File: config.mk
export PLATFORM = sky130hd
export DESIGN_NAME = mxint_block_exp_ctrl
export DESIGN_NICKNAME = d
export VERILOG_FILES = /design/src/rtl/mxint_block_exp_ctrl.sv
export SDC_FILE = /design/constraint.sdc
export NUM_CORES = 1
export LEC_CHECK = 0
export ABC_AREA = 1
export BUFFER_PORTS_ARGS = -buffer_cell sky130_fd_sc_hd__buf_2
export CORE_ASPECT_RATIO = 1.25
export CORE_MARGIN = 2
export CORE_UTILIZATION = 50
export CTS_CLUSTER_SIZE = 14
export DETAILED_ROUTE_END_ITERATION = 10
export PLACE_DENSITY_LB_ADDON = 0.2
export SLEW_MARGIN = 25
export SYNTH_ARGS = -nofsm -noshare
export SYNTH_HDL_FRONTEND = slang
export SYNTH_SLANG_ARGS = --single-unit
export TNS_END_PERCENT = 5
File: constraint.sdc
create_clock -name clk -period 6.5 [get_ports clk]
set_input_delay 1.95 -clock clk [delete_from_list [all_inputs] [get_ports clk]]
set_output_delay 1.95 -clock clk [all_outputs]
set_load 0.02 [all_outputs]
File: src/rtl/mxint_block_exp_ctrl.sv
// mxint_block_exp_ctrl
//   Collects BLOCK_BEATS input beats into a local buffer. While it does so it
//   tracks the largest per-beat magnitude exponent. It then replays the beats
//   unmodified, with that exponent shared across the whole block. Filling and
//   draining never overlap, so a block is fully replayed before the next one
//   is accepted.
// Ports
//   clk, rst        : rising-edge clock, synchronous active-high reset
//   data_in[]       : input beat, IN_SIZE two's-complement lanes
//   data_in_valid   : input beat valid
//   data_in_ready   : block can take a beat (high only while filling)
//   data_out[]      : replayed beat (zero when not valid)
//   exp_out         : shared block exponent (zero when not valid)
//   data_out_last   : final beat of the block
//   data_out_valid  : output beat valid (high only while draining)
//   data_out_ready  : downstream accept
module mxint_block_exp_ctrl #(
  parameter int IN_SIZE     = 2,
  parameter int IN_WIDTH    = 32,
  parameter int BLOCK_BEATS = 4,
  parameter int EXP_WIDTH   = $clog2(IN_WIDTH) + 1
) (
  input  logic                 clk,
  input  logic                 rst,
  input  logic [IN_WIDTH-1:0]  data_in [0:IN_SIZE-1],
  input  logic                 data_in_valid,
  output logic                 data_in_ready,
  output logic [IN_WIDTH-1:0]  data_out [0:IN_SIZE-1],
  output logic [EXP_WIDTH-1:0] exp_out,
  output logic                 data_out_last,
  output logic                 data_out_valid,
  input  logic                 data_out_ready
);

  localparam int CNT_W = (BLOCK_BEATS > 1) ? $clog2(BLOCK_BEATS) : 1;
  localparam logic [CNT_W-1:0]    LAST_CNT = CNT_W'(BLOCK_BEATS - 1);
  localparam logic [IN_WIDTH-1:0] ONE      = IN_WIDTH'(1);

  localparam logic S_FILL  = 1'b0;
  localparam logic S_DRAIN = 1'b1;

  logic                 r_state;
  logic [CNT_W-1:0]     r_wr_cnt;
  logic [CNT_W-1:0]     r_rd_cnt;
  logic [EXP_WIDTH-1:0] r_max_exp;
  logic [IN_WIDTH-1:0]  r_buf [0:BLOCK_BEATS-1][0:IN_SIZE-1];

  logic [IN_WIDTH-1:0]  w_abs [0:IN_SIZE-1];
  logic [IN_WIDTH-1:0]  w_or;
  logic [EXP_WIDTH-1:0] w_beat_exp;
  logic                 w_in_fire;
  logic                 w_out_fire;

  assign data_in_ready  = (r_state == S_FILL);
  assign data_out_valid = (r_state == S_DRAIN);
  assign w_in_fire      = data_in_ready && data_in_valid;
  assign w_out_fire     = data_out_valid && data_out_ready;

  // Beat exponent: the position of the top set bit of the OR of the lane
  // magnitudes. The most-negative value wraps to itself, so only its MSB is
  // set and the result is IN_WIDTH.
  always_comb begin
    w_or       = '0;
    w_beat_exp = '0;
    for (int i = 0; i < IN_SIZE; i++) begin
      w_abs[i] = data_in[i][IN_WIDTH-1] ? (~data_in[i] + ONE) : data_in[i];
      w_or     = w_or | w_abs[i];
    end
    for (int b = 0; b < IN_WIDTH; b++)
      if (w_or[b]) w_beat_exp = EXP_WIDTH'(b + 1);
  end

  always_ff @(posedge clk) begin
    if (rst) begin
      r_state   <= S_FILL;
      r_wr_cnt  <= '0;
      r_rd_cnt  <= '0;
      r_max_exp <= '0;
    end else begin
      case (r_state)
        S_FILL: begin
          if (w_in_fire) begin
            // The final beat's exponent is folded in on the same edge.
            if (w_beat_exp > r_max_exp) r_max_exp <= w_beat_exp;
            if (r_wr_cnt == LAST_CNT) begin
              r_wr_cnt <= '0;
              r_state  <= S_DRAIN;
            end else begin
              r_wr_cnt <= r_wr_cnt + CNT_W'(1);
            end
          end
        end
        default: begin
          if (w_out_fire) begin
            if (r_rd_cnt == LAST_CNT) begin
              r_rd_cnt  <= '0;
              r_max_exp <= '0;
              r_state   <= S_FILL;
            end else begin
              r_rd_cnt <= r_rd_cnt + CNT_W'(1);
            end
          end
        end
      endcase
    end
  end

  // The buffer has no reset. Stale contents are never visible, because the
  // counters restart on reset and a slot is always written before it is read.
  always_ff @(posedge clk) begin
    if (w_in_fire) r_buf[r_wr_cnt] <= data_in;
  end

  always_comb begin
    for (int i = 0; i < IN_SIZE; i++)
      data_out[i] = data_out_valid ? r_buf[r_rd_cnt][i] : '0;
    exp_out       = data_out_valid ? r_max_exp : '0;
    data_out_last = data_out_valid && (r_rd_cnt == LAST_CNT);
  end

endmodule
==> results of run 1 <==
==> power by group <==
| group | internal (mW) | leakage (nW) | switching (mW) |
|---|---|---|---|
| clock | 0.950 | 0.424 | 0.607 |
| combinational | 0.102 | 2.97 | 0.226 |
| sequential | 1.98 | 2.46 | 0.0201 |
| total | 3.03 | 5.85 | 0.853 |
==> worst min path at each step <==
| stage | start | depth (start not counted) | to |
|---|---|---|---|
| after floorplan | r_max_exp[1] | 2 | r_max_exp[1] |
| after global placement | r_rd_cnt[1] | 2 | register |
| after detailed placement | r_rd_cnt[1] | 2 | register |
| after CTS | r_max_exp[5] | 2 | r_max_exp[5] |
| after global routing | r_max_exp[3] | 2 | r_max_exp[3] |
| final | r_max_exp[5] | 2 | r_max_exp[5] |
==> area by class of cell <==
type	instances	area [µm²]
fillers	2158	10400
flip-flops and latches	269	7950
multi-input cells	855	4120
repair buffers	156	861
clock buffers	33	698
well taps	335	419
inverters	103	387
clock inverters	12	178
diodes	2	5.00
==> cell usage in the layout (no fill, tap or decap), types with 11 or more instances in the layout <==
| cell type | count |
|---|---|
| nor2_1 | 328 |
| edfxtp_1 | 256 |
| nand2_1 | 152 |
| o21ai_0 | 142 |
| buf_2 | 140 |
| inv_1 | 93 |
| a21oi_1 | 86 |
| xor2_1 | 32 |
| clkbuf_16 | 27 |
| nand3_1 | 23 |
| ha_1 | 13 |
| buf_4 | 13 |
| xnor2_1 | 12 |
| dfxtp_1 | 11 |
==> cells in the mapped netlist, drive strengths merged <==
cell	number	area [µm²]
a41oi	1	8.76
edfxtp	256	7690
xnor2	12	105
inv	101	379
nand3	24	125
o41ai	3	33.8
clkbuf	33	124
or2	4	25.0
nor3	16	121
and3	2	12.5
buf	25	97.6
xor2	32	280
a31oi	3	18.8
nor2	339	1290
nand2	155	589
a211oi	3	22.5
dfxtp	13	260
nor4	4	25.0
ha	13	163
a21oi	87	439
clkinv	2	7.51
nand4	8	56.3
nand3b	2	27.5
o21ai	146	734
o21bai	1	7.51
==> cells by family after synthesis <==
group | count (synthesis) | share of synthesized area, %
fa+ha+maj | 13 | 1.29
simple gates | 554 | 18.0
compound gates | 244 | 10.0
flops | 269 | 62.9
buf+inv | 161 | 4.81
xor+xnor | 44 | 3.05
==> per-stage QoR <==
stage / power (mW) / hold WS, ns / std cells / worst slack (ns) / area, µm²
finish: 3.89 / 0.500 / 1765 / 0.760 / 14600
global route: 4.03 / 0.518 / 1765 / 0.0941 / 14600
CTS: 3.91 / 0.502 / 1763 / 0.814 / 14600
detailed placement: 2.37 / 0.491 / 1718 / 0.291 / 13700
global placement: 2.35 / 0.473 / 1716 / 0.429 / 13700
floorplan: 2.24 / 0.459 / 1285 / 0.809 / 12600
==> per-layer routing <==
metal / routed length (µm) / global-route usage, %
met1: 12700 / 29.1
met5: 0 / 0
met3: 1450 / 2.81
met2: 14500 / 38.4
met4: 530 / 6.10
==> tightest hold or removal path, stage by stage, from the launching register on <==
cell	delay, ns
dfxtp_1	0.33
nand2_1	0.07
a21oi_1	0.05
==> state kept, by name, summed over array words and instances, names as in the netlist, named ones only <==
| register | count |
|---|---|
| r_buf | 256 |
| r_max_exp | 6 |
| r_rd_cnt | 2 |
| r_wr_cnt | 2 |
| data_out_valid | 1 |
==> results by group, run 1 <==
Outcome
  • Status: finished clean

Global route
  • Vias in the first global route: between 9000 and 10000
  • Largest net degree at the start of global routing: 67
  • Initial antenna violation count: 2
  • First-pass GRT wire length: roughly 47000 µm
  • Global route total overflow: 0
  • Global Route Usage Sum: a little over a fifth

Logic synthesis
  • Mapped cell area: 12600 µm²
  • Register area share after synthesis: between 60% and 70%
  • Ys Warns: 0
  • Syn nets: approximately 1400
  • Synth unique cells: 39
  • Synth Register Bits: 269
  • Syn Area/Cell: 9.84 µm²
  • Cells after Synth: approximately 1300

Critical path
  • Most used cell, CP: a21oi_1
  • Worst r2r src: data_out_valid
  • Worst reg-to-reg setup slack: 3.46 ns
  • Critical path's top delay family: simple AND/OR/NAND/NOR gates
  • Setup crit start: data_in[32]
  • CP max stage cell: nor4_1
  • Setup CP Type: input pin to register
  • Total stage count of the critical path: 27
  • Critical path endpoint category: register
  • CP endpoint: r_max_exp[4]
  • Critical Path AT: approximately 6.2 ns
  • Buf/Inv on CP: 3
  • Reg2reg path depth: 4
  • R2r endpoint: r_buf[2][39]
  • Critical path launch point type: input pin
  • Crit path max fanout: 6
  • Max incr delay on CP: 0.40 ns
  • CP required: 6.95 ns

Place
  • I/O Buffers: 140
  • RePlAce Congestion: roughly 0.9
  • Final HPWL DP: approximately 18000 µm

Cells and area
  • Fin nets: around 1500
  • Area grow syn2layout: 15.6%
  • Fraction of layout cells with a size suffix above 1: about 16%
  • Final core occ: about 58%

Drt
  • Via-per-instance ratio: 5.26
  • Pre-Repair DR Iteration Count: 5
  • Number of DRC markers in iteration 0: 568
  • Remaining DRCs: 0
  • Antenna violation net count after detailed routing: 0
  • Routed Wire Length: 29200 µm
  • DR WL/cell: ~17 µm
  • Total number of vias: around 9300

STA
  • Worst slew pin tran: 1.02 ns
  • Setup total negative slack: 0 ns
  • FMAX: between 150 and 200 MHz
  • Post-layout min period: 5.74 ns
  • Final Hold Viols: 0
  • RSZ-0062 raised after global routing: no
  • Relative slew slack: between 30% and 40%
  • Clock Skew: 0.00574 ns
  • Max Slew Vio Count: 0
  • Part of the cycle the worst path needs: about nine tenths
  • Final setup viols: 0

Die
  • Starting Density: 50.5%
  • I/O pin cnt: about 140
  • Core footprint: around 25000 µm²
  • FP Rows: 65
  • Die extent in x: between 100 and 150 µm
  • Die area: between 20000 and 30000 µm²
  • Die Y-Extent: ~180 µm

Clock network
  • Clock Pin Slew Worst Setup and Hold Paths: 0.06 ns
  • CTS Buf Count: 26
  • Post-CTS Hold Buffers: 0
  • Clock Tree Root: clkbuf_16
  • CTS resizes: 0
  • Clock sinks: approximately 270
  • Post-CTS Setup Bufs: 0
  • CTS tree: done
  • H-tree levels: 1
  • Clock buffer depth: 3
  • Clk Latency, worst-skew pair: 0.52 ns

Hold path
  • Hold Path Class: register to register

Flow run
  • Max_cap viols: 0

Power and ir drop
  • Leak: 5.85 nW
  • Worst VDD drop: 0.000213 V
  • Power Dens Cells: 266 nW/µm²
No activity file was read; power rests on OpenSTA's default activity.
==> run 2: changes to the inputs <==
BUFFER_PORTS_ARGS = -buffer_cell sky130_fd_sc_hd__buf_4   (was -buffer_cell sky130_fd_sc_hd__buf_2)
TNS_END_PERCENT = not set   (was 5)
==> run 2 against run 1 <==
Effect of this change:
- cell count unchanged
- largest power group unchanged
- largest cell class unchanged
- via count increased by 0.20%
- critical endpoint is now r_max_exp[5]
- first-iteration DRC count increased by 29%
- total power decreased by 4.7%
- global-route usage decreased by 0.11 points
- clock power decreased by 13%
- non-clock buffer count unchanged
- setup slack got worse by 0.079 ns
==> results by group, run 2 (synthesis gave the netlist of run 1 again) <==
Critical path
  • CP required: 6.97 ns (+0.02 ns)
  • Max incr delay on CP: 0.41 ns (about the same)
  • CP max stage cell: a21oi_1
  • Worst r2r src: data_out_valid
  • Critical path's top delay family: simple AND/OR/NAND/NOR gates
  • Buf/Inv on CP: 3 (unchanged)
  • Setup crit start: data_in[32]
  • Critical path launch point type: input pin
  • Critical Path AT: 6.29 ns (+0.10 ns)
  • Critical path endpoint category: register
  • Crit path max fanout: 6 (unchanged)
  • Most used cell, CP: nand2_1
  • Setup CP Type: input pin to register

Clock network
  • Post-CTS Hold Buffers: 0 (unchanged)
  • Clock buffer depth: 3 (unchanged)
  • CTS Buf Count: 26 (unchanged)
  • Clock Tree Root: clkbuf_16
  • Clk Latency, worst-skew pair: 0.53 ns (about the same)
  • CTS resizes: 0 (unchanged)
  • Post-CTS Setup Bufs: 0 (unchanged)
  • Clock sinks: 269 (unchanged)
  • Clock Pin Slew Worst Setup and Hold Paths: 0.07 ns (about the same)
  • CTS tree: done
  • H-tree levels: 1 (unchanged)

Die
  • Starting Density: 50.5% (unchanged)
  • I/O pin cnt: 141 (unchanged)
  • FP Rows: 65 (unchanged)
  • Die Y-Extent: 182 µm (unchanged)
  • Die area: 26600 µm² (unchanged)
  • Core footprint: 25000 µm² (unchanged)
  • Die extent in x: 146 µm (unchanged)

Drt
  • Antenna violation net count after detailed routing: 0 (unchanged)
  • Via-per-instance ratio: 5.27 (+0.20%)
  • Pre-Repair DR Iteration Count: 6 (+1)
  • Number of DRC markers in iteration 0: 732 (+29%)
  • DR WL/cell: 16.6 µm (+0.58%)
  • Remaining DRCs: 0 (unchanged)
  • Total number of vias: 9302 (+0.20%)
  • Routed Wire Length: 29400 µm (+0.58%)

Global route
  • Vias in the first global route: 9124 (+1.0%)
  • Global route total overflow: 0 (unchanged)
  • Largest net degree at the start of global routing: 70 (+4.5%)
  • Global Route Usage Sum: 21.9% (-0.11 points)
  • Initial antenna violation count: 1 (-1)
  • First-pass GRT wire length: 46600 µm (about the same)

Flow run
  • Max_cap viols: 0 (unchanged)

STA
  • Final setup viols: 0 (unchanged)
  • Final Hold Viols: 0 (unchanged)
  • Hold Slack: 0.499 ns (-0.00166 ns)
  • Part of the cycle the worst path needs: 89.5% (+1.2 points)
  • Max Slew Vio Count: 0 (unchanged)
  • Post-layout min period: 5.82 ns (+0.0791 ns)
  • RSZ-0062 raised after global routing: no
  • Relative slew slack: 45.1% (+13 points)
  • Setup total negative slack: 0 ns (unchanged)
  • FMAX: 172 MHz (-1.4%)
  • Clock Skew: 0.00688 ns (+0.00114 ns)
  • Worst slew pin tran: 0.824 ns (-0.193 ns)

Power and ir drop
  • Combinational Power Share: 9.4% (+1.0 points)
  • Power Dens Cells: 249 nW/µm² (-6.5%)
  • Int Power: 2.86 mW (-5.8%)
  • Sw frac: 22.9% (+0.93 points)
  • Power Total: 3.71 mW (-4.7%)
  • Net Sw Power: 0.848 mW (-0.64%)
  • Clock power frac: 36.6% (-3.5 points)
  • Leak: 5.86 nW (+0.16%)
  • Worst VDD drop: 0.000267 V (+25%)
  • Flop pwr share: 54.0% (+2.5 points)

Hold path
  • Worst hold start: r_max_exp[4]
  • Hold Path Class: register to register

Cells and area
  • Max FFs per register: 256 (unchanged)
  • Fraction of layout cells with a size suffix above 1: 15.7% (-0.29 points)
  • Biggest regs: r_buf: 256 flops, r_max_exp: 6 flops
  • Area grow syn2layout: 17.8%
  • Final non-filler cell total: 1765 (unchanged)
  • Fin nets: 1492 (unchanged)
  • Leading cell type in the layout, fill and taps excluded: nor2_1
  • Fill cells: 2100 (-2.7%)
  • Most frequent cells in the layout: nor2_1, edfxtp_1, nand2_1
  • Largest reg by FF count: r_buf

Place
  • Final HPWL DP: 18500 µm (+0.68%)
  • RePlAce Congestion: 0.932 (+1.9%)
  • Placed Cells: 1715 (-0.17%)
  • I/O Buffers: 140 (unchanged)

Outcome
  • Status: finished clean
-- run 2: final cells by class --
class | count | area [µm²] | area share [%]
inverter | 103 | 387 | 2.60
clock inverter | 9 | 36.3 | 0.244
antenna | 1 | 2.50 | 0.0168
tap | 335 | 419 | 2.81
multi-input combinational | 855 | 4120 | 27.6
clock buffer | 37 | 713 | 4.79
sequential | 269 | 7950 | 53.4
timing repair buffer | 156 | 1270 | 8.52
-- run 2: metrics by stage --
step	cell area (µm²)	setup WS, ns	util (%)
2_1_floorplan	12600	0.809	-
3_3_place_gp	14100	0.421	56.1
3_5_place_dp	14100	0.269	56.1
4_1_cts	14800	0.780	59.1
5_1_grt	14900	0.119	59.5
6_report	14900	0.681	59.5
-- run 2: worst paths after layout --
kind / cells after the start / slack (ns) / to
max: 27 / 0.68 / r_max_exp[5]
min: 2 / 0.50 / r_max_exp[4]
max reg2reg: 5 / 3.21 / r_buf[3][40]
min reg2reg: 2 / 0.50 / r_max_exp[4]
-- run 2: worst register-to-register path: stages (launching register included) --
cell and delay, ns:
dfxtp_1 0.40, inv_2 0.59, buf_4 0.50, nand2_1 0.45, nor2_4 0.68, buf_12 0.32
-- run 2: metal layers --
metal,vias to the layer above,global-route usage (%),routed length [µm]
met2,243,38.8,14500
met3,58,2.64,1470
li1,4582,-,-
met4,0,7.11,853
met5,-,0,0
met1,4419,28.1,12600
-- run 2: power groups by stage --
stage | registers [mW] | logic, mW | clock network [mW]
6_report | 2.00 | 0.349 | 1.36
5_1_grt | 2.00 | 0.392 | 1.44
4_1_cts | 2.00 | 0.344 | 1.38
3_5_place_dp | 2.04 | 0.342 | 0
3_3_place_gp | 2.03 | 0.335 | 0
2_1_floorplan | 2.04 | 0.197 | 0
==> run 3: changes to the inputs <==
CORE_ASPECT_RATIO = 1.75   (was 1.25)
REMOVE_ABC_BUFFERS = 1   (was not set)
==> run 3 against run 2 <==
Effect of this change:
- non-clock buffer count unchanged
- worst hold slack got worse by 0.011 ns
- utilization decreased by 0.34 points
- largest cell class unchanged
- design area decreased by 0.57%
- clock-buffer cell count decreased by 1
- sequential cell count unchanged
- clock power about the same
==> results by group, run 3 (synthesis gave the netlist of run 1 again) <==
Drt
  • Number of DRC markers in iteration 0: 647 (-12%)
  • Remaining DRCs: 0 (unchanged)
  • Via-per-instance ratio: 5.40 (+2.5%)
  • Post-Route M1 WL: 11500 µm (-9.0%)
  • Total number of vias: 9409 (+1.2%)
  • Antenna violation net count after detailed routing: 0 (unchanged)
  • DR WL/cell: 17.9 µm (+7.8%)
  • Metal3 WL: 1560 µm (+6.3%)
  • Routed Wire Length: 31200 µm (+6.3%)
  • Wire length on met2: 17200 µm (+19%)
  • Top layer in use: met4
  • Pre-Repair DR Iteration Count: 5 (-1)

Global route
  • Largest net degree at the start of global routing: 73 (+4.3%)
  • Global Route Usage Sum: 23.7% (+1.8 points)
  • First-pass GRT wire length: 48100 µm (+3.2%)
  • Vias in the first global route: 9171 (+0.52%)
  • Initial antenna violation count: 0 (-1)
  • Global route total overflow: 0 (unchanged)

Critical path
  • CP required: 6.96 ns (about the same)
  • Setup CP Type: input pin to register
  • Most used cell, CP: nand2_1
  • R2r endpoint: r_buf[0][40]
  • Critical Path AT: 6.27 ns (-0.02 ns)
  • Critical path launch point type: input pin
  • Max incr delay on CP: 0.39 ns (-0.02 ns)
  • CP max stage cell: a21oi_1
  • Worst reg-to-reg setup slack: 3.95 ns (+0.74 ns)
  • Critical path endpoint category: register
  • Reg2reg path depth: 4 (-1)
  • Crit path max fanout: 6 (unchanged)
  • Worst r2r src: data_out_valid

Power and ir drop
  • Worst VDD drop: 0.000211 V (-21%)
  • Leak: 5.83 nW (-0.37%)
  • Power Dens Cells: 250 nW/µm² (+0.53%)
  • Power Total: 3.70 mW (about the same)

STA
  • Max Slew Vio Count: 0 (unchanged)
  • Hold Slack: 0.488 ns (-0.0106 ns)
  • Final setup viols: 0 (unchanged)
  • Clock Skew: 0.0128 ns (+0.00592 ns)
  • Post-layout min period: 5.81 ns (-0.00516 ns)
  • Worst slew pin tran: 0.876 ns (+0.0522 ns)
  • FMAX: 172 MHz (about the same)
  • Setup ws final: 0.686 ns (+0.00516 ns)
  • Relative slew slack: 41.5% (-3.6 points)
  • Final Hold Viols: 0 (unchanged)
  • Part of the cycle the worst path needs: 89.4% (about the same)
  • RSZ-0062 raised after global routing: no

Clock network
  • Clk Latency, worst-skew pair: 0.53 ns (about the same)
  • H-tree levels: 1 (unchanged)
  • CTS Buf Count: 24 (-7.7%)
  • Clock Pin Slew Worst Setup and Hold Paths: 0.06 ns (about the same)
  • CTS tree: done
  • Clock sinks: 269 (unchanged)
  • Clock buffer depth: 3 (unchanged)
  • Post-CTS Hold Buffers: 0 (unchanged)
  • Clock Tree Root: clkbuf_16
  • CTS resizes: 0 (unchanged)
  • Post-CTS Setup Bufs: 0 (unchanged)

Hold path
  • Hold depth: 2 (unchanged)
  • Worst hold start: r_rd_cnt[1]
  • Hold Path Class: register to register

Cells and area
  • Most frequent cells in the layout: nor2_1, edfxtp_1, nand2_1, buf_4, o21ai_0
  • Max FFs per register: 256 (unchanged)
  • FF+latch area: 7950 µm² (unchanged)
  • Fraction of layout cells with a size suffix above 1: 15.8% (+0.044 points)
  • Biggest regs: r_buf: 256 flops, r_max_exp: 6 flops
  • Fin nets: 1490 (-0.13%)
  • Area of the multi-input gates: 4120 µm² (unchanged)
  • Leading cell type in the layout, fill and taps excluded: nor2_1
  • Largest reg by FF count: r_buf
  • N_diodes: 0 (-1)
  • Area grow syn2layout: 17.2%
  • Cell area after layout: 14800 µm² (-0.57%)
  • Final non-filler cell total: 1741 (-1.4%)
  • Fill cells: 2157 (+2.7%)

Die
  • Starting Density: 50.5% (unchanged)
  • FP Rows: 77 (+18%)
  • Die extent in x: 124 µm (-15%)
  • Die Y-Extent: 214 µm (+18%)
  • Die area: 26600 µm² (+0.16%)
  • Core footprint: 25000 µm² (unchanged)
  • I/O pin cnt: 141 (unchanged)

Place
  • Final HPWL DP: 19900 µm (+7.4%)
  • RePlAce Congestion: 0.846 (-9.2%)
  • Dpl ws: 0.208 ns (-0.0609 ns)
  • Cell Area, Placed: 14100 µm² (+0.14%)
  • I/O Buffers: 140 (unchanged)
  • Placed Cells: 1699 (-0.93%)

Outcome
  • Status: finished clean

Flow run
  • Max_cap viols: 0 (unchanged)
## run 3: changes by cell type in the layout (fill, tap and decap cells not counted)
cell	change
buf_16	-2
clkinv_1	-4
inv_2	-2
bufinv_16	+1
buf_4	+2
diode_2	-1
clkinv_2	+2
clkbuf_16	-2
clkbuf_8	+1
## run 3: final cells by class
type                       instances  share of cell area [%]
sequential                       269                    53.7
tap                              316                    2.67
inverter                         103                    2.63
clock inverter                     6                   0.346
timing repair buffer             156                    8.30
clock buffer                      36                    4.57
multi-input combinational        855                    27.8
## run 3: routing by layer
layer / vias up / track usage [%]
met3: 57 / 3.27
met1: 4521 / 27.6
met2: 269 / 42.9
met4: 0 / 9.21
met5: - / 0
li1: 4562 / -
## run 3: worst max-delay path: cells and delay by family
kind / cells / cell delay, ns
AND/OR/NAND/NOR: 16 / 2.09
AO/OA/AOI/OAI: 7 / 1.22
adder cells (fa/ha/maj): 2 / 0.48
buffers and inverters: 3 / 0.31
XOR/XNOR: 1 / 0.22
## run 3: metrics by stage
stage / setup TNS (ns) / utilization [%]
6_report: 0 / 59.1
5_1_grt: 0 / 59.1
4_1_cts: 0 / 59.1
3_5_place_dp: 0 / 56.2
3_3_place_gp: 0 / 56.0
2_1_floorplan: -24.06 / -
## run 3: worst max-delay path by stage
stage,slack [ns],endpoint,start,depth (start not counted)
floorplan,-0.42,data_out[30],register,3
finish,0.69,r_max_exp[2],data_in[1],29
global placement,0.31,r_max_exp[5],data_in[0],29
CTS,0.74,r_max_exp[2],data_in[0],29
global route,0.15,r_max_exp[2],data_in[0],29
detailed placement,0.21,r_max_exp[2],data_in[0],29
## run 3: where the power goes
part	internal, mW	total (mW)	switching (mW)
Sequential	1.98	2.00	0.0202
Combinational	0.118	0.351	0.233
Clock	0.756	1.35	0.596
